===== src/rtl/interface_pkg.sv =====
// -----------------------------------------------------------------------------
// interface_pkg
// Shared AHB encodings and refill-controller types.
//   TRANS_TYPES   : AHB HTRANS encoding (IDLE, BUSY, NONSEQ, SEQ)
//   HBURST_TYPES  : AHB HBURST encoding used by the refill controller
//   REFILL_STATE  : refill controller FSM states
//   line_burst()  : picks the HBURST code for a given line size and burst mode
// -----------------------------------------------------------------------------
package interface_pkg;

    typedef enum logic [1:0] {
        TRANS_IDLE   = 2'b00,
        TRANS_BUSY   = 2'b01,
        TRANS_NONSEQ = 2'b10,
        TRANS_SEQ    = 2'b11
    } TRANS_TYPES;

    typedef enum logic [2:0] {
        HBURST_SINGLE = 3'd0,
        HBURST_INCR   = 3'd1,
        HBURST_WRAP4  = 3'd2,
        HBURST_INCR4  = 3'd3,
        HBURST_WRAP8  = 3'd4,
        HBURST_INCR8  = 3'd5
    } HBURST_TYPES;

    typedef enum logic [1:0] {
        REFILL_IDLE  = 2'd0,
        REFILL_ADDR  = 2'd1,
        REFILL_BURST = 2'd2,
        REFILL_DRAIN = 2'd3
    } REFILL_STATE;

    // Fixed-length burst code: wrapping bursts for critical-word-first,
    // incrementing bursts otherwise. Only 4- and 8-word lines are legal.
    function automatic logic [2:0] line_burst(input int line_words, input logic wrap_en);
        logic [2:0] code;
        if (line_words == 8) begin
            code = wrap_en ? HBURST_WRAP8 : HBURST_INCR8;
        end else begin
            code = wrap_en ? HBURST_WRAP4 : HBURST_INCR4;
        end
        return code;
    endfunction

endpackage


===== src/rtl/refill_addr_gen.sv =====
// -----------------------------------------------------------------------------
// refill_addr_gen
// Beat address and word-index generation for one cache-line refill.
// Holds the latched line base, the running address-phase word index and the
// running data-phase word index; the wrap to the line boundary comes for free
// from the index width (LINE_WORDS is a power of two).
// Ports:
//   clk, rstn   : clock, asynchronous active-low reset
//   load        : latch miss_addr / start_idx and restart both beat counters
//   miss_addr   : missing word address (bits [1:0] ignored)
//   start_idx   : word index of the first beat of the burst
//   addr_adv    : an address phase was accepted this cycle
//   data_adv    : a data beat was captured this cycle
//   beat_addr   : address of the current address phase (drives haddr)
//   addr_last   : current address phase is the last of the line
//   data_idx    : word index of the current data phase
//   data_last   : current data phase is the last of the line
//   data_crit   : current data phase carries the missed word
// -----------------------------------------------------------------------------
module refill_addr_gen
    import interface_pkg::*;
#(
    parameter  int LINE_WORDS = 4,
    localparam int IDXW       = $clog2(LINE_WORDS)
) (
    input  logic            clk,
    input  logic            rstn,
    input  logic            load,
    input  logic [31:0]     miss_addr,
    input  logic [IDXW-1:0] start_idx,
    input  logic            addr_adv,
    input  logic            data_adv,
    output logic [31:0]     beat_addr,
    output logic            addr_last,
    output logic [IDXW-1:0] data_idx,
    output logic            data_last,
    output logic            data_crit
);

    logic [31:IDXW+2] line_base_r;
    logic [IDXW-1:0]  crit_idx_r;
    logic [IDXW-1:0]  addr_idx_r;
    logic [IDXW-1:0]  addr_cnt_r;
    logic [IDXW-1:0]  data_idx_r;
    logic [IDXW-1:0]  data_cnt_r;
    logic [IDXW-1:0]  addr_idx_nxt_s;
    logic [IDXW-1:0]  data_idx_nxt_s;
    logic [1:0]       unused_byte_bits_s;

    assign unused_byte_bits_s = miss_addr[1:0];

    // Modulo-LINE_WORDS increment: the carry out of the index simply drops.
    always_comb begin
        addr_idx_nxt_s = addr_idx_r + {{(IDXW-1){1'b0}}, 1'b1};
        data_idx_nxt_s = data_idx_r + {{(IDXW-1){1'b0}}, 1'b1};
    end

    // Beat counters; the address side parks on the last beat so haddr stays put in DRAIN.
    always_ff @(posedge clk or negedge rstn) begin
        if (!rstn) begin
            line_base_r <= '0;
            crit_idx_r  <= {IDXW{1'b0}};
            addr_idx_r  <= {IDXW{1'b0}};
            addr_cnt_r  <= {IDXW{1'b0}};
            data_idx_r  <= {IDXW{1'b0}};
            data_cnt_r  <= {IDXW{1'b0}};
        end else if (load) begin
            line_base_r <= miss_addr[31:IDXW+2];
            crit_idx_r  <= miss_addr[IDXW+1:2];
            addr_idx_r  <= start_idx;
            addr_cnt_r  <= {IDXW{1'b0}};
            data_idx_r  <= start_idx;
            data_cnt_r  <= {IDXW{1'b0}};
        end else begin
            if (addr_adv && !addr_last) begin
                addr_idx_r <= addr_idx_nxt_s;
                addr_cnt_r <= addr_cnt_r + {{(IDXW-1){1'b0}}, 1'b1};
            end
            if (data_adv) begin
                data_idx_r <= data_idx_nxt_s;
                data_cnt_r <= data_cnt_r + {{(IDXW-1){1'b0}}, 1'b1};
            end
        end
    end

    assign beat_addr = {line_base_r, addr_idx_r, 2'b00};
    assign addr_last = (addr_cnt_r == IDXW'(LINE_WORDS - 1));
    assign data_idx  = data_idx_r;
    assign data_last = (data_cnt_r == IDXW'(LINE_WORDS - 1));
    assign data_crit = (data_idx_r == crit_idx_r);

endmodule


===== src/rtl/ahb_refill_ctrl.sv =====
// -----------------------------------------------------------------------------
// ahb_refill_ctrl
// I-cache line refill master on AHB. One miss produces one fixed-length read
// burst of LINE_WORDS words; each captured word is presented on the fill port
// with its word index.
// Build option: CRITICAL_WORD_FIRST_EN
//   defined   -> wrapping burst (WRAP4/WRAP8) starting at the missed word
//   undefined -> incrementing burst (INCR4/INCR8) starting at word 0
// Ports:
//   clk, rstn             : clock, asynchronous active-low reset
//   miss_req, miss_addr   : miss request (sampled only when idle) and address
//   miss_busy             : refill in progress
//   haddr/htrans/hwrite/hsize/hburst : AHB address-phase outputs
//   hready, hrdata        : AHB ready and read data
//   fill_valid/fill_idx/fill_data    : one strobe per captured word
//   fill_crit, fill_done  : strobe carries the missed word / last word
// -----------------------------------------------------------------------------
module ahb_refill_ctrl
    import interface_pkg::*;
#(
    parameter  int LINE_WORDS = 4,
    localparam int IDXW       = $clog2(LINE_WORDS)
) (
    input  logic            clk,
    input  logic            rstn,
    input  logic            miss_req,
    input  logic [31:0]     miss_addr,
    output logic            miss_busy,
    output logic [31:0]     haddr,
    output logic [1:0]      htrans,
    output logic            hwrite,
    output logic [2:0]      hsize,
    output logic [2:0]      hburst,
    input  logic            hready,
    input  logic [31:0]     hrdata,
    output logic            fill_valid,
    output logic [IDXW-1:0] fill_idx,
    output logic [31:0]     fill_data,
    output logic            fill_crit,
    output logic            fill_done
);

    localparam logic [1:0] S_IDLE  = REFILL_IDLE;
    localparam logic [1:0] S_ADDR  = REFILL_ADDR;
    localparam logic [1:0] S_BURST = REFILL_BURST;
    localparam logic [1:0] S_DRAIN = REFILL_DRAIN;

`ifdef CRITICAL_WORD_FIRST_EN
    localparam logic WRAP_EN = 1'b1;
    logic [IDXW-1:0] start_idx_s;
    assign start_idx_s = miss_addr[IDXW+1:2];
`else
    localparam logic WRAP_EN = 1'b0;
    logic [IDXW-1:0] start_idx_s;
    assign start_idx_s = {IDXW{1'b0}};
`endif

    logic [1:0]      state_r;
    logic [1:0]      state_nxt_s;
    logic [1:0]      htrans_r;
    logic [1:0]      trans_nxt_s;
    logic [2:0]      hburst_r;
    logic            miss_busy_r;
    logic            dph_r;
    logic            load_s;
    logic            addr_adv_s;
    logic            capture_s;
    logic [31:0]     beat_addr_s;
    logic            addr_last_s;
    logic [IDXW-1:0] data_idx_s;
    logic            data_last_s;
    logic            data_crit_s;
    // Capture stage: hrdata sampled at the end of a completed data phase.
    logic            cap_valid_r;
    logic [IDXW-1:0] cap_idx_r;
    logic [31:0]     cap_data_r;
    logic            cap_crit_r;
    logic            cap_last_r;
    // Fill stage: presented to the cache one cycle after capture.
    logic            fill_valid_r;
    logic [IDXW-1:0] fill_idx_r;
    logic [31:0]     fill_data_r;
    logic            fill_crit_r;
    logic            fill_done_r;

    assign load_s     = (state_r == S_IDLE) && miss_req;
    assign addr_adv_s = ((state_r == S_ADDR) || (state_r == S_BURST)) && hready;
    // A data phase completes on the same hready that completes the overlapping address phase.
    assign capture_s  = dph_r && hready;

    refill_addr_gen #(
        .LINE_WORDS (LINE_WORDS)
    ) u_addr_gen (
        .clk        (clk),
        .rstn       (rstn),
        .load       (load_s),
        .miss_addr  (miss_addr),
        .start_idx  (start_idx_s),
        .addr_adv   (addr_adv_s),
        .data_adv   (capture_s),
        .beat_addr  (beat_addr_s),
        .addr_last  (addr_last_s),
        .data_idx   (data_idx_s),
        .data_last  (data_last_s),
        .data_crit  (data_crit_s)
    );

    // Next-state logic; DRAIN holds until the last word leaves the capture stage.
    always_comb begin
        state_nxt_s = state_r;
        case (state_r)
            S_IDLE: begin
                if (miss_req) state_nxt_s = S_ADDR;
                else          state_nxt_s = S_IDLE;
            end
            S_ADDR: begin
                if (hready) state_nxt_s = S_BURST;
                else        state_nxt_s = S_ADDR;
            end
            S_BURST: begin
                if (hready && addr_last_s) state_nxt_s = S_DRAIN;
                else                       state_nxt_s = S_BURST;
            end
            S_DRAIN: begin
                if (cap_valid_r && cap_last_r) state_nxt_s = S_IDLE;
                else                           state_nxt_s = S_DRAIN;
            end
            default: state_nxt_s = S_IDLE;
        endcase
    end

    // HTRANS follows the state being entered so it can be registered.
    always_comb begin
        trans_nxt_s = TRANS_IDLE;
        case (state_nxt_s)
            S_ADDR:  trans_nxt_s = TRANS_NONSEQ;
            S_BURST: trans_nxt_s = TRANS_SEQ;
            default: trans_nxt_s = TRANS_IDLE;
        endcase
    end

    // FSM, bus control registers and the pending-data-phase flag.
    always_ff @(posedge clk or negedge rstn) begin
        if (!rstn) begin
            state_r     <= S_IDLE;
            htrans_r    <= TRANS_IDLE;
            hburst_r    <= HBURST_SINGLE;
            miss_busy_r <= 1'b0;
            dph_r       <= 1'b0;
        end else begin
            state_r     <= state_nxt_s;
            htrans_r    <= trans_nxt_s;
            miss_busy_r <= (state_nxt_s != S_IDLE);
            if (load_s) begin
                hburst_r <= line_burst(LINE_WORDS, WRAP_EN);
            end
            if (hready) begin
                dph_r <= addr_adv_s;
            end
        end
    end

    // Capture stage: registers hrdata with its index and flags.
    always_ff @(posedge clk or negedge rstn) begin
        if (!rstn) begin
            cap_valid_r <= 1'b0;
            cap_idx_r   <= {IDXW{1'b0}};
            cap_data_r  <= 32'h0000_0000;
            cap_crit_r  <= 1'b0;
            cap_last_r  <= 1'b0;
        end else begin
            cap_valid_r <= capture_s;
            cap_crit_r  <= capture_s && data_crit_s;
            cap_last_r  <= capture_s && data_last_s;
            if (capture_s) begin
                cap_idx_r  <= data_idx_s;
                cap_data_r <= hrdata;
            end
        end
    end

    // Fill stage: one-cycle strobe per word towards the cache.
    always_ff @(posedge clk or negedge rstn) begin
        if (!rstn) begin
            fill_valid_r <= 1'b0;
            fill_idx_r   <= {IDXW{1'b0}};
            fill_data_r  <= 32'h0000_0000;
            fill_crit_r  <= 1'b0;
            fill_done_r  <= 1'b0;
        end else begin
            fill_valid_r <= cap_valid_r;
            fill_crit_r  <= cap_valid_r && cap_crit_r;
            fill_done_r  <= cap_valid_r && cap_last_r;
            if (cap_valid_r) begin
                fill_idx_r  <= cap_idx_r;
                fill_data_r <= cap_data_r;
            end
        end
    end

    assign miss_busy  = miss_busy_r;
    assign haddr      = beat_addr_s;
    assign htrans     = htrans_r;
    assign hburst     = hburst_r;
    assign hwrite     = 1'b0;
    assign hsize      = 3'b010;
    assign fill_valid = fill_valid_r;
    assign fill_idx   = fill_idx_r;
    assign fill_data  = fill_data_r;
    assign fill_crit  = fill_crit_r;
    assign fill_done  = fill_done_r;

endmodule


===== config.mk =====
export PLATFORM = sky130hd
export DESIGN_NAME = ahb_refill_ctrl
export DESIGN_NICKNAME = d
export VERILOG_FILES = /design/src/rtl/interface_pkg.sv /design/src/rtl/refill_addr_gen.sv /design/src/rtl/ahb_refill_ctrl.sv
export SDC_FILE = /design/constraint.sdc
export NUM_CORES = 1
export LEC_CHECK = 0
export ABC_AREA = 1
export BUFFER_PORTS_ARGS = -buffer_cell sky130_fd_sc_hd__buf_4
export CAP_MARGIN = 10
export CORE_MARGIN = 10
export CORE_UTILIZATION = 40
export CTS_CLUSTER_DIAMETER = 100
export DETAILED_ROUTE_END_ITERATION = 8
export GPL_ROUTABILITY_DRIVEN = 1
export PLACE_DENSITY = 0.68
export SYNTH_ARGS = -nofsm -noshare
export SYNTH_HDL_FRONTEND = slang
export SYNTH_SLANG_ARGS = --single-unit

===== constraint.sdc =====
create_clock -name clk -period 1.9 [get_ports clk]
set_input_delay 0.38 -clock clk [delete_from_list [all_inputs] [get_ports clk]]
set_output_delay 0.38 -clock clk [all_outputs]
set_load 0.02 [all_outputs]

==> results.json <==
{
  "status": "finished clean",
  "multi_input_area_mm2": 0.00151,
  "drc_errors": 0,
  "dp_hpwl_mm": 7.96,
  "grt_max_degree": 48,
  "htreeDepth": 4,
  "initial_utilization_pct": 41.1,
  "period_needed_ns": 1.54,
  "grt_pass1_vias": 3775,
  "dp_slack_ns": 0.405,
  "ios": 147,
  "antenna_found_initial": 0,
  "fillCellCount": 1004,
  "critPathTopFamily": "buffers and inverters",
  "finalSetupViolCount": 0,
  "finalWeightedCongestion": 0.717,
  "skew_ns": 0.00778,
  "drt-vias-per-instance": 4.63,
  "drt_iter0_markers": 274,
  "rsz0062_at_grt": "no",
  "path_class": "reg -> reg",
  "synth.avg_cell_area_um2": 10.4,
  "die_area_mm2": 0.0166,
  "layout_commonest_cell": "nand2_1",
  "max_freq_ghz": 0.650,
  "die_x_um": 129,
  "ys_seq_area_share_pct": 62.8,
  "worstHoldPathType": "in -> reg",
  "critPathArrivalTime_ns": 1.87,
  "fin_crit_sh_pct": 80.9,
  "via_count": 3477,
  "finalSetupTns_ns": 0,
  "core_area_mm2": 0.0115,
  "firstDrtPassIters": 4,
  "hp-start": "hrdata[19]",
  "ys_ff_latch": 119,
  "pwr_density_cell_mw_per_mm2": 1820,
  "whs_path_depth": 3,
  "grtUsageTotal_pct": 14.1,
  "path_cells": "inv_1 -> ha_1 -> nand2_1 -> buf_4 -> o21ai_0 -> nor2_1",
  "clockRootBuffer": "clkbuf_16",
  "rows": 39,
  "cts_buffer_depth": 2,
  "ant_nets": 0,
  "routed_wl_mm": 11.5,
  "netlist_area_mm2": 0.00474,
  "placement.io_buffers": 137,
  "area_delta_synth_final_pct": 36.5,
  "synthCells": 455,
  "ff2ff_path_depth": 6,
  "critPathMaxStageDelay_ns": 0.40,
  "clock_latency_ns": 0.41,
  "final_cell_mix": "180 x nand2_1, 142 x buf_4, 119 x dfrtp_1, 36 x nand3_1, 34 x mux2_2",
  "grt_first_pass_wirelength_mm": 18.6,
  "diodes": 0,
  "cts_made_buffers": 17,
  "r2r_slack_ns": 0.36,
  "peakVddDrop_uv": 1070,
  "yosysWarnings": 0,
  "cp_max_fo": 44,
  "gr-total-overflow": 0,
  "crit_path_start_kind": "flip-flop",
  "rr_endpoint": "u_addr_gen.data_cnt_r[1]",
  "path_buf_inv": 2,
  "end_kind": "flip-flop",
  "register_area_mm2": 0.00298,
  "min_to": "cap_data_r[19]",
  "clkSlewWorstSetupHoldPaths_ns": 0.05,
  "cp.required_ns": 2.23,
  "critPathSlowestCell": "buf_4",
  "final_layout_size_suffix_gt1_share_pct": 34.9,
  "die_h_um": 129,
  "clock_sinks": 119,
  "fin_nets": 672,
  "slew_viol_final": 0,
  "routedWlPerCell_um": 15.3,
  "synth.distinct_cells": 21,
  "r2r_start": "state_r[0]",
  "setup_ws_ns": 0.362,
  "p_leak_nw": 3.52,
  "cts_tree": "done",
  "hold_viol": 0,
  "maxCapViolCount": 0
}
[per-layer routing]
layer / part of all wire (%) / track usage [%] / wire length, um
met1: 41 / 15.8 / 4700
met2: 45 / 21.1 / 5160
met3: 13 / 9.28 / 1510
met4: 1.0 / 5.62 / 115
met5: 0 / 0 / 0
[power breakdown]
part | leakage, nW | switching [W] | internal, W
Sequential | 1.49 | 0.000610 | 0.00367
Combinational | 1.72 | 0.00240 | 0.00180
Clock | 0.312 | 0.00107 | 0.00222
[cell usage after synthesis]
cell | n | area (um2)
o21bai_1 | 1 | 7.51
a21oi_1 | 5 | 25.0
nand2_2 | 1 | 6.26
o21ai_0 | 2 | 10.0
buf_2 | 13 | 65.1
dfrtp_1 | 119 | 2980
nand3b_1 | 2 | 15.0
mux2_2 | 34 | 383
o21ai_1 | 2 | 10.0
nor2_1 | 15 | 56.3
buf_1 | 1 | 3.75
clkbuf_1 | 1 | 3.75
conb_1 | 2 | 7.51
nand2_1 | 180 | 676
nor2_2 | 1 | 6.26
buf_4 | 8 | 60.1
nand3_1 | 36 | 180
ha_1 | 9 | 113
inv_1 | 16 | 60.1
buf_6 | 6 | 67.6
clkinv_2 | 1 | 5.00
[metrics by stage]
step           std cells  util (%)  cell area, um2  total power (W)  hold slack, ns
4_1_cts              751      56.2            6470           0.0120           0.146
5_1_grt              751      56.2            6470           0.0126           0.148
6_report             751      56.2            6470           0.0118           0.166
3_5_place_dp         718      50.7            5840          0.00859           0.354
2_1_floorplan        460         -            4760          0.00681          0.0844
3_3_place_gp         718      50.7            5840          0.00842           0.344
[flip-flops by register name (all words and copies together) (netlist names)]
name	flops
cap_crit_r	1
cap_data_r	32
cap_idx_r	2
cap_last_r	1
cap_valid_r	1
dph_r	1
fill_crit	1
fill_data	32
fill_done	1
fill_idx	2
fill_valid	1
hburst	1
htrans	2
miss_busy	1
state_r	2
u_addr_gen.addr_cnt_r	2
u_addr_gen.addr_idx_r	2
u_addr_gen.crit_idx_r	2
u_addr_gen.data_cnt_r	2
u_addr_gen.data_idx	2
u_addr_gen.line_base_r	28
[cell type report]
type / instances / share of cell area (%)
Multi-Input combinational cell: 295 / 23.4
Clock buffer: 23 / 7.70
Clock inverter: 9 / 1.86
Sequential cell: 119 / 46.0
Timing Repair Buffer: 145 / 17.3
Inverter: 17 / 1.01
Tap cell: 143 / 2.77
[logic make-up (layout without fill, tap and decap cells)]
group                    after synthesis  count (layout)  share of synthesized area [%]
adder cells (fa/ha/maj)                9               9                           2.38
buffers and inverters                 46             194                           5.60
multiplexers                          34              34                           8.08
AND/OR/NAND/NOR                      235             235                           19.8
other                                  2               7                          0.158
flip-flops                           119             119                           62.8
AO/OA/AOI/OAI                         10              10                           1.11
[worst min-delay path, delay by kind of cell]
kind,cells,cell delay (ns)
buf+inv,1,0.08
simple gates,2,0.08
[worst max path at each step]
stage	from	slack, ns	end	cells after the start
3_5_place_dp	state_r[0]	0.41	u_addr_gen.data_cnt_r[1]	6
3_3_place_gp	state_r[0]	0.46	u_addr_gen.data_cnt_r[1]	6
4_1_cts	state_r[0]	0.35	u_addr_gen.data_cnt_r[1]	6
6_report	state_r[0]	0.36	u_addr_gen.data_cnt_r[1]	6
5_1_grt	state_r[0]	0.21	u_addr_gen.data_cnt_r[1]	6
2_1_floorplan	state_r[0]	0.60	htrans[1]	6
[repair_timing]
action | in CTS | in global routing
hold endpoints to repair | 29 | 0
buffers inserted | 0 | 0
hold buffers | 1 | 0
gates resized for setup | 0 | 0
No activity file was read; power rests on OpenSTA's default activity.
